--- config.mk ---
export PLATFORM = sky130hd
export DESIGN_NAME = scan_sequencer
export DESIGN_NICKNAME = d
export VERILOG_FILES = /design/src/rtl/scan_sequencer_pkg.sv /design/src/rtl/scan_sequencer_next_chan_finder.sv /design/src/rtl/scan_sequencer.sv
export SDC_FILE = /design/constraint.sdc
export NUM_CORES = 1
export LEC_CHECK = 0
export ABC_CLOCK_PERIOD_IN_PS = 2580
export BUFFER_PORTS_ARGS = -buffer_cell sky130_fd_sc_hd__buf_2
export CORE_MARGIN = 2
export CORE_UTILIZATION = 48
export CTS_BUF_LIST = sky130_fd_sc_hd__clkbuf_8
export DETAILED_ROUTE_END_ITERATION = 16
export PLACE_DENSITY = 0.7
export SLEW_MARGIN = 20
export SYNTH_ARGS = -nofsm -noshare
export SYNTH_HDL_FRONTEND = slang
export SYNTH_SLANG_ARGS = --single-unit
--- constraint.sdc ---
create_clock -name clk -period 2.58 [get_ports clk]
set_input_delay 0.129 -clock clk [delete_from_list [all_inputs] [get_ports clk]]
set_output_delay 0.129 -clock clk [all_outputs]
set_load 0.05 [all_outputs]
--- src/rtl/scan_sequencer_pkg.sv ---
// Shared state encoding and sizing for the 3-to-8 decoder scan sequencer.
package scan_sequencer_pkg;

    localparam int unsigned DWELL_W_DEF = 8;
    localparam int unsigned N_CHAN      = 8;
    localparam int unsigned CHAN_W      = 3;

    typedef enum logic {
        IDLE = 1'b0,
        RUN  = 1'b1
    } state_e;

endpackage

--- src/rtl/scan_sequencer_next_chan_finder.sv ---
// Combinational channel search: next enabled channel above the current one,
// lowest enabled channel, and wrap / empty-mask flags.
module next_chan_finder
    import scan_sequencer_pkg::*;
(
    input  logic [CHAN_W-1:0] idx_i,
    input  logic [N_CHAN-1:0] mask_i,
    output logic [CHAN_W-1:0] next_o,
    output logic              wrap_o,
    output logic [CHAN_W-1:0] lowest_o,
    output logic              mask_empty_o
);

    // Descending scan so the smallest qualifying index is the last one written.
    always_comb begin
        next_o   = '0;
        lowest_o = '0;
        wrap_o   = 1'b1;
        for (int i = int'(N_CHAN) - 1; i >= 0; i--) begin
            if (mask_i[i]) begin
                lowest_o = CHAN_W'(i);
                if (i > int'(idx_i)) begin
                    next_o = CHAN_W'(i);
                    wrap_o = 1'b0;
                end
            end
        end
    end

    assign mask_empty_o = ~|mask_i;

endmodule

--- src/rtl/scan_sequencer.sv ---
// Scan sequencer driving a 3-to-8 decoder: walks enabled channels in ascending
// order, holding each for dwell+1 cycles, in one-shot or continuous mode.
module scan_sequencer
    import scan_sequencer_pkg::*;
#(
    parameter int unsigned DWELL_W = DWELL_W_DEF
) (
    input  logic               clk,
    input  logic               rst_n,
    input  logic               start,
    input  logic               stop,
    input  logic               mode,
    input  logic [DWELL_W-1:0] dwell,
    input  logic [N_CHAN-1:0]  chan_mask,
    output logic               e,
    output logic               a,
    output logic               b,
    output logic               c,
    output logic               busy,
    output logic               done
);

    state_e              state_q, state_d;
    logic                mode_q, mode_d;
    logic [DWELL_W-1:0]  dwell_q, dwell_d;
    logic [N_CHAN-1:0]   mask_q, mask_d;
    logic [DWELL_W-1:0]  cnt_q, cnt_d;
    logic [CHAN_W-1:0]   idx_q, idx_d;
    logic                e_q, e_d;
    logic                busy_q, busy_d;
    logic                done_q, done_d;

    logic [N_CHAN-1:0]   find_mask;
    logic [CHAN_W-1:0]   next_idx;
    logic [CHAN_W-1:0]   lowest_idx;
    logic                wrap;
    logic                mask_empty;

    // In IDLE the search runs on the live mask so the first channel is known at start.
    assign find_mask = (state_q == IDLE) ? chan_mask : mask_q;

    next_chan_finder u_finder (
        .idx_i        (idx_q),
        .mask_i       (find_mask),
        .next_o       (next_idx),
        .wrap_o       (wrap),
        .lowest_o     (lowest_idx),
        .mask_empty_o (mask_empty)
    );

    always_ff @(posedge clk or negedge rst_n) begin
        if (!rst_n) begin
            state_q <= IDLE;
            mode_q  <= 1'b0;
            dwell_q <= '0;
            mask_q  <= '0;
            cnt_q   <= '0;
            idx_q   <= '0;
            e_q     <= 1'b0;
            busy_q  <= 1'b0;
            done_q  <= 1'b0;
        end else begin
            state_q <= state_d;
            mode_q  <= mode_d;
            dwell_q <= dwell_d;
            mask_q  <= mask_d;
            cnt_q   <= cnt_d;
            idx_q   <= idx_d;
            e_q     <= e_d;
            busy_q  <= busy_d;
            done_q  <= done_d;
        end
    end

    always_comb begin
        state_d = state_q;
        mode_d  = mode_q;
        dwell_d = dwell_q;
        mask_d  = mask_q;
        cnt_d   = cnt_q;
        idx_d   = idx_q;
        e_d     = e_q;
        busy_d  = busy_q;
        done_d  = 1'b0;

        case (state_q)
            IDLE: begin
                e_d    = 1'b0;
                idx_d  = '0;
                busy_d = 1'b0;
                cnt_d  = '0;
                if (start && !stop) begin
                    mode_d  = mode;
                    dwell_d = dwell;
                    mask_d  = chan_mask;
                    if (mask_empty) begin
                        done_d = 1'b1;
                    end else begin
                        state_d = RUN;
                        e_d     = 1'b1;
                        idx_d   = lowest_idx;
                        cnt_d   = dwell;
                        busy_d  = 1'b1;
                    end
                end
            end
            RUN: begin
                if (stop) begin
                    state_d = IDLE;
                    e_d     = 1'b0;
                    idx_d   = '0;
                    busy_d  = 1'b0;
                    cnt_d   = '0;
                end else if (cnt_q == '0) begin
                    if (!wrap) begin
                        idx_d = next_idx;
                        cnt_d = dwell_q;
                    end else if (mode_q) begin
                        idx_d = lowest_idx;
                        cnt_d = dwell_q;
                    end else begin
                        state_d = IDLE;
                        e_d     = 1'b0;
                        idx_d   = '0;
                        busy_d  = 1'b0;
                        cnt_d   = '0;
                        done_d  = 1'b1;
                    end
                end else begin
                    cnt_d = cnt_q - DWELL_W'(1);
                end
            end
            default: begin
                state_d = IDLE;
            end
        endcase
    end

    assign e    = e_q;
    assign a    = idx_q[2];
    assign b    = idx_q[1];
    assign c    = idx_q[0];
    assign busy = busy_q;
    assign done = done_q;

endmodule

==> results_tabular.tex, run 1 <==
\begin{tabular}{lr}
\hline
Metric & Value \\
\hline
\multicolumn{2}{l}{\textbf{Floorplanning}} \\
Overall die area & 0.00431 sq mm \\
Area inside the core boundary & 0.00366 sq mm \\
Initial cell density of the core & 49.8\% \\
Boundary Pins & 27 \\
Die height & around 66 um \\
Placement Rows & 22 \\
X dimension of the die & 65.7 um \\
\multicolumn{2}{l}{\textbf{GRT}} \\
Via count of the first global-routing pass & 1,416 \\
Total GRT Usage & 22.0\% \\
Maximum number of pins on one net before global-route repair & 32 \\
Final global-route overflow total & 0 \\
Number of antenna violations at the first check in global routing & 0 \\
Global-route wire length before repair & 7010 um \\
\multicolumn{2}{l}{\textbf{Worst setup path}} \\
Slack of the worst reg-to-reg path & 0.16 ns \\
Delay of the slowest critical-path stage & $\sim$0.56 ns \\
Category of the most critical setup path & register to register \\
Nature of the critical path startpoint & register \\
Worst reg-to-reg path cell count & 7 \\
Biggest fanout along the worst timing path & 8 \\
WP data required & between 2 and 3 ns \\
Beginning of the worst register-to-register path & state\_q \\
Critical Path AT & around 2.6 ns \\
Capture instance of the worst register-to-register path & cnt\_q[7] \\
Kind of end point of the critical path & register \\
Slowest cell on the critical path & sky130\_fd\_sc\_hd\_\_or4\_4 \\
CP cell instances & buf\_4 -> mux2i\_1 -> a31oi\_1 -> or4\_4 -> or3\_4 -> o21ai\_4 -> o22ai\_1 \\
\multicolumn{2}{l}{\textbf{Drt}} \\
Remaining number of nets flagged by the antenna check after routing & 0 \\
Final routed wire length divided by cell count & roughly 14 um \\
Detail-routed via count per cell & 5.51 \\
Residual DRC & 0 \\
Initial detailed-routing violation count & between 100 and 150 \\
Vias & 1,632 \\
Total iterations of the first detailed-routing run & 4 \\
Wire length after detailed routing & 4230 um \\
\multicolumn{2}{l}{\textbf{Cells and area}} \\
Diode count & 0 \\
Final core utilization & between 50\% and 60\% \\
Filler instances & around 360 \\
Layout overhead on the synthesized area & 16.0\% \\
Number of nets in the final layout & 270 \\
Share of final-layout standard cells stronger than drive strength 1 & 18.5\% \\
\multicolumn{2}{l}{\textbf{Logic synthesis}} \\
Share of the yosys chip area belonging to registers & a little over two fifths \\
Number of different library cells in the post-synthesis netlist & 41 \\
Flops \& latches, synth & 31 \\
Yosys warnings & 0 \\
Post-synthesis instance total & approximately 220 \\
Number of nets produced by synthesis & 239 \\
Area of the mapped netlist & around 0.0018 sq mm \\
Synthesized area divided by synthesized cell count & 8.45 sq um \\
\multicolumn{2}{l}{\textbf{Clock network}} \\
Clock transition at the registers of the reported paths & approximately 0.07 ns \\
Clock latency reported for the late side of the worst-skew pair & between 0.2 and 0.3 ns \\
TritonCTS Buffers & 5 \\
Largest buffer count on any clock path & 2 \\
Clock root buffer & sky130\_fd\_sc\_hd\_\_clkbuf\_8 \\
Depth of the CTS H-tree & 2 \\
Clock tree from TritonCTS & yes \\
Clock net sink count & 31 \\
\multicolumn{2}{l}{\textbf{Job}} \\
Max-Cap Viols & 0 \\
\multicolumn{2}{l}{\textbf{STA}} \\
Final period util & 93.7\% \\
Final-report max-slew violation count & 0 \\
Endpoints failing hold & 0 \\
Transition time at the pin with the least slew margin & 0.694 ns \\
Fmax & 414 MHz \\
Time the worst path needs with I/O delays and setup & 2.42 ns \\
Hold WS & around 0.046 ns \\
Final Skew & 0.00501 ns \\
RSZ-0062 raised after global routing & false \\
PnR worst setup slack & between 0.15 and 0.2 ns \\
Headroom to the max-slew limit & $\sim$53\% \\
Sum Neg Setup Slack & 0 ns \\
Setup violation total in the final timing report & 0 \\
\multicolumn{2}{l}{\textbf{Power}} \\
Clk pwr share & approximately a quarter \\
Comb pwr share & 34.0\% \\
Switch share & 37.7\% \\
NetSw & 588 uW \\
Cell-internal power & roughly 970 uW \\
Maximum ir drop on the vdd rail & $\sim$0.41 mV \\
Power density over the cells & approximately 740 mW/mm\^{}2 \\
Sequential share of power & 42.4\% \\
Static power due to leakage & 1.03 nW \\
Power, Total & about 1.6 mW \\
\multicolumn{2}{l}{\textbf{Placement}} \\
Gp weighted congestion & 0.823 \\
Quantity of I/O buffers inserted on ports & 26 \\
Worst slack at placement & roughly 0.08 ns \\
DP Wirelength & 3090 um \\
\multicolumn{2}{l}{\textbf{Outcome}} \\
Outcome & completed \\
\multicolumn{2}{l}{\textbf{Hold path}} \\
Worst-case hold path end point & mode\_q \\
Worst min path class & primary input to register \\
Number of cells on the worst hold path & 3 \\
Hold path start & mode \\
\hline
\end{tabular}
[final cells by class]
type | count | area (sq um) | share of cell area [%]
Inverter | 7 | 26.3 | 1.24
Clock buffer | 5 | 68.8 | 3.25
Multi-Input combinational cell | 168 | 975 | 46.1
Sequential cell | 31 | 777 | 36.7
Timing Repair Buffer | 34 | 193 | 9.11
Clock inverter | 3 | 16.3 | 0.769
Tap cell | 48 | 60.1 | 2.84
[placed cells by master, fill, tap and decap left out, types with 2 or more instances in the layout]
cell | Yosys | layout
sky130_fd_sc_hd__dfrtp_1 | 31 | 30
sky130_fd_sc_hd__a2111oi_0 | 3 | 3
sky130_fd_sc_hd__buf_2 | 3 | 26
sky130_fd_sc_hd__a211oi_1 | 3 | 3
sky130_fd_sc_hd__o31ai_1 | 3 | 3
sky130_fd_sc_hd__nor3b_1 | 5 | 4
sky130_fd_sc_hd__inv_1 | 7 | 8
sky130_fd_sc_hd__ha_1 | 2 | 2
sky130_fd_sc_hd__o22a_1 | 2 | 2
sky130_fd_sc_hd__xnor2_1 | 3 | 3
sky130_fd_sc_hd__nor2b_1 | 6 | 6
sky130_fd_sc_hd__nor4_1 | 3 | 3
sky130_fd_sc_hd__xor2_1 | 2 | 2
sky130_fd_sc_hd__buf_4 | 1 | 7
sky130_fd_sc_hd__o22ai_1 | 12 | 12
sky130_fd_sc_hd__a31oi_1 | 2 | 2
sky130_fd_sc_hd__or3b_1 | 2 | 2
sky130_fd_sc_hd__a21oi_1 | 5 | 5
sky130_fd_sc_hd__o21ai_0 | 7 | 7
sky130_fd_sc_hd__a21o_1 | 4 | 4
sky130_fd_sc_hd__o21bai_1 | 2 | 2
sky130_fd_sc_hd__clkbuf_8 | 0 | 5
sky130_fd_sc_hd__or3_1 | 2 | 2
sky130_fd_sc_hd__nor3_1 | 6 | 6
sky130_fd_sc_hd__mux2i_1 | 7 | 7
sky130_fd_sc_hd__nand2_1 | 62 | 62
sky130_fd_sc_hd__nor2_1 | 12 | 12
[through the flow]
stage	instances	instance area [sq um]
floorplan	216	1820
global placement	285	2000
detailed placement	285	2000
CTS	294	2100
global route	296	2120
finish	296	2120
[how the worst max path moves through the flow]
| stage | from | end | slack, ns | cells after the start |
|---|---|---|---|---|
| 3_5_place_dp | state_q | cnt_q[7] | 0.08 | 7 |
| 2_1_floorplan | idx_q[1] | cnt_q[2] | 0.09 | 7 |
| 6_report | state_q | cnt_q[7] | 0.16 | 7 |
| 5_1_grt | state_q | cnt_q[7] | 0.02 | 7 |
| 3_3_place_gp | state_q | cnt_q[6] | 0.13 | 7 |
| 4_1_cts | state_q | cnt_q[7] | 0.08 | 7 |
[routing by layer]
layer | up-vias | global-route usage [%] | share of wire [%]
met2 | 54 | 30.9 | 44
met3 | 4 | 4.62 | 6.1
met4 | 0 | 8.59 | 1.2
li1 | 817 | - | -
met1 | 757 | 32.7 | 49
met5 | - | 0 | 0
[synth_stat cells (all sizes together)]
library cell,n,share of area (%)
a21oi,5,1.4
nor2,12,2.5
nor2b,6,2.1
o22ai,12,4.1
or4,2,1.0
nor3,6,1.6
o32ai,1,0.48
a211oi,3,1.2
nor3b,5,2.1
nand2,62,13
o21bai,2,0.82
or3b,2,0.96
nand3,2,0.82
o21ai,9,3.1
o31ai,3,1.2
a21o,4,1.6
o2bb2ai,1,0.48
xor2,2,0.96
a31oi,2,0.69
o21a,1,0.41
inv,7,1.4
nand3b,1,0.41
clkbuf,5,1.0
dfrtp,31,43
a2111oi,3,1.4
nor4b,1,0.48
o22a,2,0.96
a41o,1,0.55
or3,3,1.3
xnor2,3,1.4
nor4,3,1.0
buf,5,1.9
mux2i,7,3.8
ha,2,1.4
[registers in the layout (all words and copies together) (netlist names)]
signal and count:
cnt_q 8, dwell_q 8, mask_q 8, idx_q 3
busy 1, done 1, mode_q 1, state_q 1
[worst max-delay path: cells and delay by family (launching register included)]
family,cells,cell delay (ns)
and+or+nand+nor,2,0.97
muxes,1,0.18
DFF,1,0.46
buffers and inverters,1,0.16
AOI/OAI and AO/OA,3,0.53
[what timing repair did]
action | 4_1_cts | 5_1_grt
resized for setup | 0 | 1
hold buffers | 1 | 0
endpoints found under the setup margin | 0 | 10
endpoints found under the hold margin | 31 | 0
setup buffers | 0 | 2
[power by group through the flow]
stage | sequential, mW | combinational [mW] | clock (mW)
2_1_floorplan | 0.665 | 0.388 | 0
4_1_cts | 0.661 | 0.523 | 0.372
3_3_place_gp | 0.666 | 0.512 | 0
5_1_grt | 0.677 | 0.597 | 0.391
6_report | 0.662 | 0.531 | 0.369
3_5_place_dp | 0.669 | 0.518 | 0
[logic make-up (layout without fill, tap and decap cells)]
group                    Yosys count  after routing  synth area share (%)
AO/OA/AOI/OAI                     49             49                  18.5
flip-flops                        31             31                  42.5
buffers and inverters             17             49                  4.32
multiplexers                       7              7                  3.84
adder cells (fa/ha/maj)            2              2                  1.37
XOR/XNOR                           5              5                  2.40
AND/OR/NAND/NOR                  105            105                  27.0
(Power assumes the default switching activity.)
==> run 2, diff against run 1 <==
--- a/config.mk
+++ b/config.mk
@@ -6,12 +6,12 @@
 export NUM_CORES = 1
 export LEC_CHECK = 0
 export ABC_CLOCK_PERIOD_IN_PS = 2580
-export BUFFER_PORTS_ARGS = -buffer_cell sky130_fd_sc_hd__buf_2
 export CORE_MARGIN = 2
 export CORE_UTILIZATION = 48
 export CTS_BUF_LIST = sky130_fd_sc_hd__clkbuf_8
 export DETAILED_ROUTE_END_ITERATION = 16
-export PLACE_DENSITY = 0.7
+export DONT_BUFFER_PORTS = 1
+export PLACE_DENSITY = 0.64
 export SLEW_MARGIN = 20
 export SYNTH_ARGS = -nofsm -noshare
 export SYNTH_HDL_FRONTEND = slang
==> results_tabular.tex, run 2 (synthesized netlist as in run 1, its figures left out) <==
\begin{tabular}{lr}
\hline
Metric & Value \\
\hline
\multicolumn{2}{l}{\textbf{Outcome}} \\
Outcome & completed \\
\multicolumn{2}{l}{\textbf{Drt}} \\
Wire length on met1 & 2040 um (-1.7\%) \\
Vias & 1,696 (+3.9\%) \\
Initial detailed-routing violation count & 111 (-13\%) \\
Routed wl met3 & 312 um (+21\%) \\
Remaining number of nets flagged by the antenna check after routing & 0 (unchanged) \\
Final routed wire length divided by cell count & 15.9 um (+11\%) \\
Residual DRC & 0 (unchanged) \\
Detail-routed via count per cell & 5.79 (+5.0\%) \\
Wire length after detailed routing & 4650 um (+9.9\%) \\
Total iterations of the first detailed-routing run & 5 (+1) \\
Routed length on met2 & 2250 um (+22\%) \\
Top Metal Used & met4 \\
\multicolumn{2}{l}{\textbf{Worst setup path}} \\
Critical Path AT & 2.56 ns (-0.02 ns) \\
Nature of the critical path startpoint & register \\
Category of the most critical setup path & register to register \\
WP data required & 2.73 ns (about the same) \\
Kind of end point of the critical path & register \\
Biggest fanout along the worst timing path & 8 (unchanged) \\
\multicolumn{2}{l}{\textbf{Placement}} \\
Placed cells & 266 (-6.7\%) \\
DP Wirelength & 3280 um (+6.3\%) \\
Gp weighted congestion & 0.932 (+13\%) \\
Quantity of I/O buffers inserted on ports & 0 (-100\%) \\
\multicolumn{2}{l}{\textbf{Clock network}} \\
Clock transition at the registers of the reported paths & 0.07 ns (about the same) \\
TritonCTS Buffers & 5 (unchanged) \\
Depth of the CTS H-tree & 2 (unchanged) \\
Clock net sink count & 31 (unchanged) \\
Largest buffer count on any clock path & 2 (unchanged) \\
Buffers inserted by post-CTS timing repair & 0 (unchanged) \\
Clock root buffer & sky130\_fd\_sc\_hd\_\_clkbuf\_8 \\
Clock tree from TritonCTS & yes \\
Clock latency reported for the late side of the worst-skew pair & 0.28 ns (about the same) \\
\multicolumn{2}{l}{\textbf{Power}} \\
Maximum ir drop on the vdd rail & 0.427 mV (+5.5\%) \\
Static power due to leakage & 1.04 nW (+0.23\%) \\
Sequential share of power & 39.9\% (-2.5 points) \\
Cell-internal power & 1.05 mW (+7.8\%) \\
Power, Total & 1.64 mW (+5.3\%) \\
Clk pwr share & 25.9\% (+2.3 points) \\
Switch share & 36.2\% (-1.5 points) \\
Power density over the cells & 736 mW/mm\^{}2 (-0.23\%) \\
Comb pwr share & 34.2\% (+0.2 points) \\
NetSw & 594 uW (+1.0\%) \\
\multicolumn{2}{l}{\textbf{STA}} \\
Time the worst path needs with I/O delays and setup & 2.41 ns (-0.00924 ns) \\
Transition time at the pin with the least slew margin & 0.721 ns (+0.0277 ns) \\
Final Skew & 0.00373 ns (-0.00127 ns) \\
Endpoints failing hold & 0 (unchanged) \\
Setup violation total in the final timing report & 0 (unchanged) \\
Sum Neg Setup Slack & 0 ns (unchanged) \\
Headroom to the max-slew limit & 51.5\% (-1.9 points) \\
Fmax & 415 MHz (+0.38\%) \\
RSZ-0062 raised after global routing & false \\
Final period util & 93.3\% (-0.36 points) \\
Final-report max-slew violation count & 0 (unchanged) \\
\multicolumn{2}{l}{\textbf{Cells and area}} \\
Layout overhead on the synthesized area & 22.4\% \\
Final core utilization & 61.0\% (+3.2 points) \\
Number of nets in the final layout & 267 (-1.1\%) \\
Share of final-layout standard cells stronger than drive strength 1 & 11.0\% (-7.5 points) \\
Largest registers & cnt\_q: 8 flops, dwell\_q: 8 flops, mask\_q: 8 flops \\
Post-route non-filler standard cell count & 293 (-1.0\%) \\
Highest-count cells in the layout ignoring fill and taps & sky130\_fd\_sc\_hd\_\_nand2\_1, sky130\_fd\_sc\_hd\_\_dfrtp\_1, sky130\_fd\_sc\_hd\_\_dlygate4sd3\_1 \\
Leading cell type in the layout, fill and taps excluded & sky130\_fd\_sc\_hd\_\_nand2\_1 \\
Filler instances & 308 (-14\%) \\
Diode count & 0 (unchanged) \\
\multicolumn{2}{l}{\textbf{Floorplanning}} \\
Area inside the core boundary & 0.00366 sq mm (unchanged) \\
X dimension of the die & 65.7 um (unchanged) \\
Initial cell density of the core & 49.8\% (unchanged) \\
Boundary Pins & 27 (unchanged) \\
Die height & 65.7 um (unchanged) \\
Overall die area & 0.00431 sq mm (unchanged) \\
Placement Rows & 22 (unchanged) \\
\multicolumn{2}{l}{\textbf{Job}} \\
Max-Cap Viols & 0 (unchanged) \\
\multicolumn{2}{l}{\textbf{GRT}} \\
Final global-route overflow total & 0 (unchanged) \\
Total GRT Usage & 24.7\% (+2.7 points) \\
Maximum number of pins on one net before global-route repair & 32 (unchanged) \\
Via count of the first global-routing pass & 1,687 (+19\%) \\
Global-route wire length before repair & 7950 um (+13\%) \\
Number of antenna violations at the first check in global routing & 0 (unchanged) \\
\multicolumn{2}{l}{\textbf{Hold path}} \\
Worst min path class & primary input to register \\
\hline
\end{tabular}
-- run 2: changes by cell type in the layout (fill, tap and decap cells not counted) --
cell / before / now
sky130_fd_sc_hd__buf_12: 0 / 1
sky130_fd_sc_hd__inv_1: 8 / 7
sky130_fd_sc_hd__dlygate4sd3_1: 1 / 18
sky130_fd_sc_hd__buf_2: 26 / 0
sky130_fd_sc_hd__clkbuf_8: 5 / 7
sky130_fd_sc_hd__clkinv_2: 1 / 0
sky130_fd_sc_hd__buf_4: 7 / 12
-- run 2: cell type report --
type | instances | area [sq um] | area share [%]
multi-input combinational | 168 | 975 | 43.7
sequential | 31 | 777 | 34.8
timing repair buffer | 31 | 290 | 13.0
clock buffer | 7 | 96.3 | 4.32
tap | 48 | 60.1 | 2.69
inverter | 7 | 26.3 | 1.18
clock inverter | 1 | 7.51 | 0.336
-- run 2: final timing paths --
path,from,end,slack (ns),depth (start not counted)
hold reg to reg,dwell_q[1],dwell_q[1],0.47,2
max in group asynchronous,rst_n,state_q,2.08,2
hold / removal,stop,dwell_q[0],0.10,3
min in group asynchronous,rst_n,mask_q[6],0.33,2
setup reg to reg,state_q,cnt_q[7],0.17,6
setup / recovery,state_q,cnt_q[7],0.17,6
-- run 2: what timing repair did --
action                     in CTS  in global routing
hold buffers                   19                  0
hold endpoints to repair       48                  0
setup endpoints to repair       0                  9
gates resized for setup         0                  1
-- run 2: through the flow --
step                      worst slack (ns)  area (sq um)  hold WS (ns)
after floorplan                     0.0889          1820        -0.167
after global placement               0.165          1930        -0.166
after detailed placement             0.113          1930        -0.166
after CTS                           0.0944          2230         0.103
after global routing                0.0812          2230         0.133
final                                0.172          2230         0.104
-- run 2: critical path: stages, from the launching register on --
cell and delay [ns]:
sky130_fd_sc_hd__dfrtp_2 0.47, sky130_fd_sc_hd__mux2i_1 0.28, sky130_fd_sc_hd__o22ai_1 0.15, sky130_fd_sc_hd__or4_4 0.57
sky130_fd_sc_hd__or3_4 0.41, sky130_fd_sc_hd__o21ai_4 0.26, sky130_fd_sc_hd__o22ai_1 0.14
-- run 2: per-layer routing --
layer | vias up | track usage, %
li1 | 820 | -
met1 | 796 | 31.2
met2 | 74 | 40.8
met3 | 6 | 6.34
met4 | 0 | 8.85
met5 | - | 0
-- run 2: power groups by stage --
stage / clock [mW] / sequential [mW] / combinational, mW
floorplan: 0 / 0.665 / 0.388
global placement: 0 / 0.661 / 0.512
detailed placement: 0 / 0.661 / 0.521
CTS: 0.431 / 0.653 / 0.561
global route: 0.453 / 0.668 / 0.631
finish: 0.426 / 0.655 / 0.562
==> run 3, diff against run 2 <==
--- a/config.mk
+++ b/config.mk
@@ -9,8 +9,10 @@
 export CORE_MARGIN = 2
 export CORE_UTILIZATION = 48
 export CTS_BUF_LIST = sky130_fd_sc_hd__clkbuf_8
+export CTS_CLUSTER_DIAMETER = 60
 export DETAILED_ROUTE_END_ITERATION = 16
 export DONT_BUFFER_PORTS = 1
+export GPL_TIMING_DRIVEN = 0
 export PLACE_DENSITY = 0.64
 export SLEW_MARGIN = 20
 export SYNTH_ARGS = -nofsm -noshare
==> results_tabular.tex, run 3 (synthesized netlist as in run 1, its figures left out) <==
\begin{tabular}{lr}
\hline
Metric & Value \\
\hline
\multicolumn{2}{l}{\textbf{Power}} \\
Cell-internal power & 1.12 mW (+7.0\%) \\
Power density over the cells & 765 mW/mm\^{}2 (+3.9\%) \\
Maximum ir drop on the vdd rail & 0.392 mV (-8.2\%) \\
Clk pwr share & 28.7\% (+2.8 points) \\
Sequential share of power & 39.4\% (-0.5 points) \\
Comb pwr share & 31.9\% (-2.3 points) \\
Static power due to leakage & 1.04 nW (about the same) \\
NetSw & 605 uW (+1.8\%) \\
Switch share & 35.0\% (-1.1 points) \\
Power, Total & 1.73 mW (+5.2\%) \\
\multicolumn{2}{l}{\textbf{Worst setup path}} \\
WP data required & 2.72 ns (about the same) \\
Largest delay contributor family on the critical path & simple AND/OR/NAND/NOR gates \\
Biggest fanout along the worst timing path & 8 (unchanged) \\
Buffers and inverters on the worst path & 2 (+2) \\
Category of the most critical setup path & register to register \\
CP cell instances & buf\_6 -> buf\_4 -> a21o\_1 -> o32ai\_2 -> or4\_4 -> or3\_4 -> o21ai\_4 -> o22ai\_1 \\
Nature of the critical path startpoint & register \\
Critical Path AT & 2.69 ns (+0.13 ns) \\
Slowest cell on the critical path & sky130\_fd\_sc\_hd\_\_dfrtp\_2 \\
Delay of the slowest critical-path stage & 0.53 ns (-0.04 ns) \\
Kind of end point of the critical path & register \\
\multicolumn{2}{l}{\textbf{Clock network}} \\
Clock transition at the registers of the reported paths & 0.06 ns (about the same) \\
Clock latency reported for the late side of the worst-skew pair & 0.28 ns (about the same) \\
TritonCTS Buffers & 5 (unchanged) \\
Clock net sink count & 31 (unchanged) \\
Depth of the CTS H-tree & 2 (unchanged) \\
Largest buffer count on any clock path & 2 (unchanged) \\
Clock root buffer & sky130\_fd\_sc\_hd\_\_clkbuf\_8 \\
Clock tree from TritonCTS & yes \\
\multicolumn{2}{l}{\textbf{Cells and area}} \\
Largest registers & cnt\_q: 8 flops, dwell\_q: 8 flops, mask\_q: 8 flops \\
Number of nets in the final layout & 267 (unchanged) \\
Final core utilization & 61.7\% (+0.75 points) \\
Filler instances & 329 (+6.8\%) \\
Layout overhead on the synthesized area & 23.9\% \\
Highest-count cells in the layout ignoring fill and taps & sky130\_fd\_sc\_hd\_\_nand2\_1, sky130\_fd\_sc\_hd\_\_dfrtp\_1, sky130\_fd\_sc\_hd\_\_dlygate4sd3\_1, sky130\_fd\_sc\_hd\_\_nor2\_1, sky130\_fd\_sc\_hd\_\_o22ai\_1 \\
Post-route non-filler standard cell count & 293 (unchanged) \\
Leading cell type in the layout, fill and taps excluded & sky130\_fd\_sc\_hd\_\_nand2\_1 \\
Share of final-layout standard cells stronger than drive strength 1 & 11.4\% (+0.41 points) \\
Diode count & 0 (unchanged) \\
Final instance area & 0.00226 sq mm (+1.2\%) \\
\multicolumn{2}{l}{\textbf{Placement}} \\
Quantity of I/O buffers inserted on ports & 0 (unchanged) \\
Gp weighted congestion & 0.839 (-9.9\%) \\
DP Wirelength & 3310 um (+0.69\%) \\
Placed cells & 264 (-0.75\%) \\
Placed cell area & 0.00188 sq mm (-2.2\%) \\
\multicolumn{2}{l}{\textbf{STA}} \\
Final-report max-slew violation count & 0 (unchanged) \\
Endpoints failing hold & 0 (unchanged) \\
Fmax & 392 MHz (-5.6\%) \\
Setup violation total in the final timing report & 0 (unchanged) \\
Transition time at the pin with the least slew margin & 0.705 ns (-0.0160 ns) \\
Headroom to the max-slew limit & 52.5\% (+1.1 points) \\
Time the worst path needs with I/O delays and setup & 2.55 ns (+0.142 ns) \\
RSZ-0062 raised after global routing & true \\
Final period util & 98.8\% (+5.5 points) \\
Final Skew & 0.00714 ns (+0.00341 ns) \\
Sum Neg Setup Slack & 0 ns (unchanged) \\
\multicolumn{2}{l}{\textbf{Drt}} \\
Vias & 1,706 (+0.59\%) \\
Wire length on met1 & 1960 um (-3.8\%) \\
Routed length on met2 & 2430 um (+7.6\%) \\
Top Metal Used & met4 \\
Total iterations of the first detailed-routing run & 5 (unchanged) \\
Routed wl met3 & 232 um (-26\%) \\
Wire length after detailed routing & 4720 um (+1.3\%) \\
Final routed wire length divided by cell count & 16.1 um (+1.3\%) \\
Detail-routed via count per cell & 5.82 (+0.59\%) \\
Initial detailed-routing violation count & 120 (+8.1\%) \\
Remaining number of nets flagged by the antenna check after routing & 0 (unchanged) \\
Residual DRC & 0 (unchanged) \\
\multicolumn{2}{l}{\textbf{GRT}} \\
Via count of the first global-routing pass & 1,780 (+5.5\%) \\
Maximum number of pins on one net before global-route repair & 32 (unchanged) \\
Final global-route overflow total & 0 (unchanged) \\
Total GRT Usage & 25.0\% (+0.35 points) \\
Number of antenna violations at the first check in global routing & 0 (unchanged) \\
Global-route wire length before repair & 8110 um (+2.1\%) \\
\multicolumn{2}{l}{\textbf{Floorplanning}} \\
Initial cell density of the core & 49.8\% (unchanged) \\
Die height & 65.7 um (unchanged) \\
Area inside the core boundary & 0.00366 sq mm (unchanged) \\
Overall die area & 0.00431 sq mm (unchanged) \\
Placement Rows & 22 (unchanged) \\
Boundary Pins & 27 (unchanged) \\
X dimension of the die & 65.7 um (unchanged) \\
\multicolumn{2}{l}{\textbf{Hold path}} \\
Worst min path class & primary input to register \\
\multicolumn{2}{l}{\textbf{Job}} \\
Max-Cap Viols & 0 (unchanged) \\
\multicolumn{2}{l}{\textbf{Outcome}} \\
Outcome & completed \\
\hline
\end{tabular}
## run 3: layout make-up
| type | count | area (sq um) | area share (%) |
|---|---|---|---|
| Multi-Input combinational cell | 168 | 1000 | 44.2 |
| Sequential cell | 31 | 779 | 34.5 |
| Timing Repair Buffer | 21 | 215 | 9.52 |
| Clock buffer | 6 | 82.6 | 3.65 |
| Buffer | 10 | 61.3 | 2.71 |
| Tap cell | 48 | 60.1 | 2.66 |
| Clock inverter | 2 | 35.0 | 1.55 |
| Inverter | 7 | 26.3 | 1.16 |
## run 3: path summary, 6_finish.rpt
kind,to,from,cells after the start,slack (ns)
hold reg to reg,dwell_q[1],dwell_q[1],2,0.47
hold / removal,dwell_q[2],stop,3,0.05
setup / recovery,cnt_q[7],idx_q[1],8,0.03
setup reg to reg,cnt_q[7],idx_q[1],8,0.03
min in group asynchronous,mask_q[7],rst_n,2,0.28
max in group asynchronous,idx_q[1],rst_n,2,2.12
## run 3: power groups by stage
stage | registers [mW] | clock network (mW) | logic (mW)
after floorplan | 0.665 | 0 | 0.388
after global placement | 0.681 | 0 | 0.456
after detailed placement | 0.686 | 0 | 0.478
after CTS | 0.679 | 0.510 | 0.518
after global routing | 0.693 | 0.530 | 0.622
final | 0.681 | 0.495 | 0.551
## run 3: worst min-delay path, delay by kind of cell
kind	cells	cell delay, ns
and+or+nand+nor	3	0.17
## run 3: layer usage
metal  track usage (%)  up-vias
met4              11.5        0
met5                 0        -
met1              29.8      817
met3              7.19       12
met2              41.5       60
li1                  -      817
## run 3: metrics by stage
step	setup slack, ns	hold WS (ns)
floorplan	0.0889	-0.167
global placement	-0.108	-0.166
detailed placement	-0.176	-0.166
CTS	0.00636	0.0454
global route	-0.0217	0.0753
finish	0.0302	0.0514
## run 3: repair_timing
action	in CTS	in global routing
endpoints found under the setup margin	11	8
resized for setup	4	8
endpoints found under the hold margin	49	0
hold buffers	19	0
buffers inserted	0	2
pin swaps	0	4
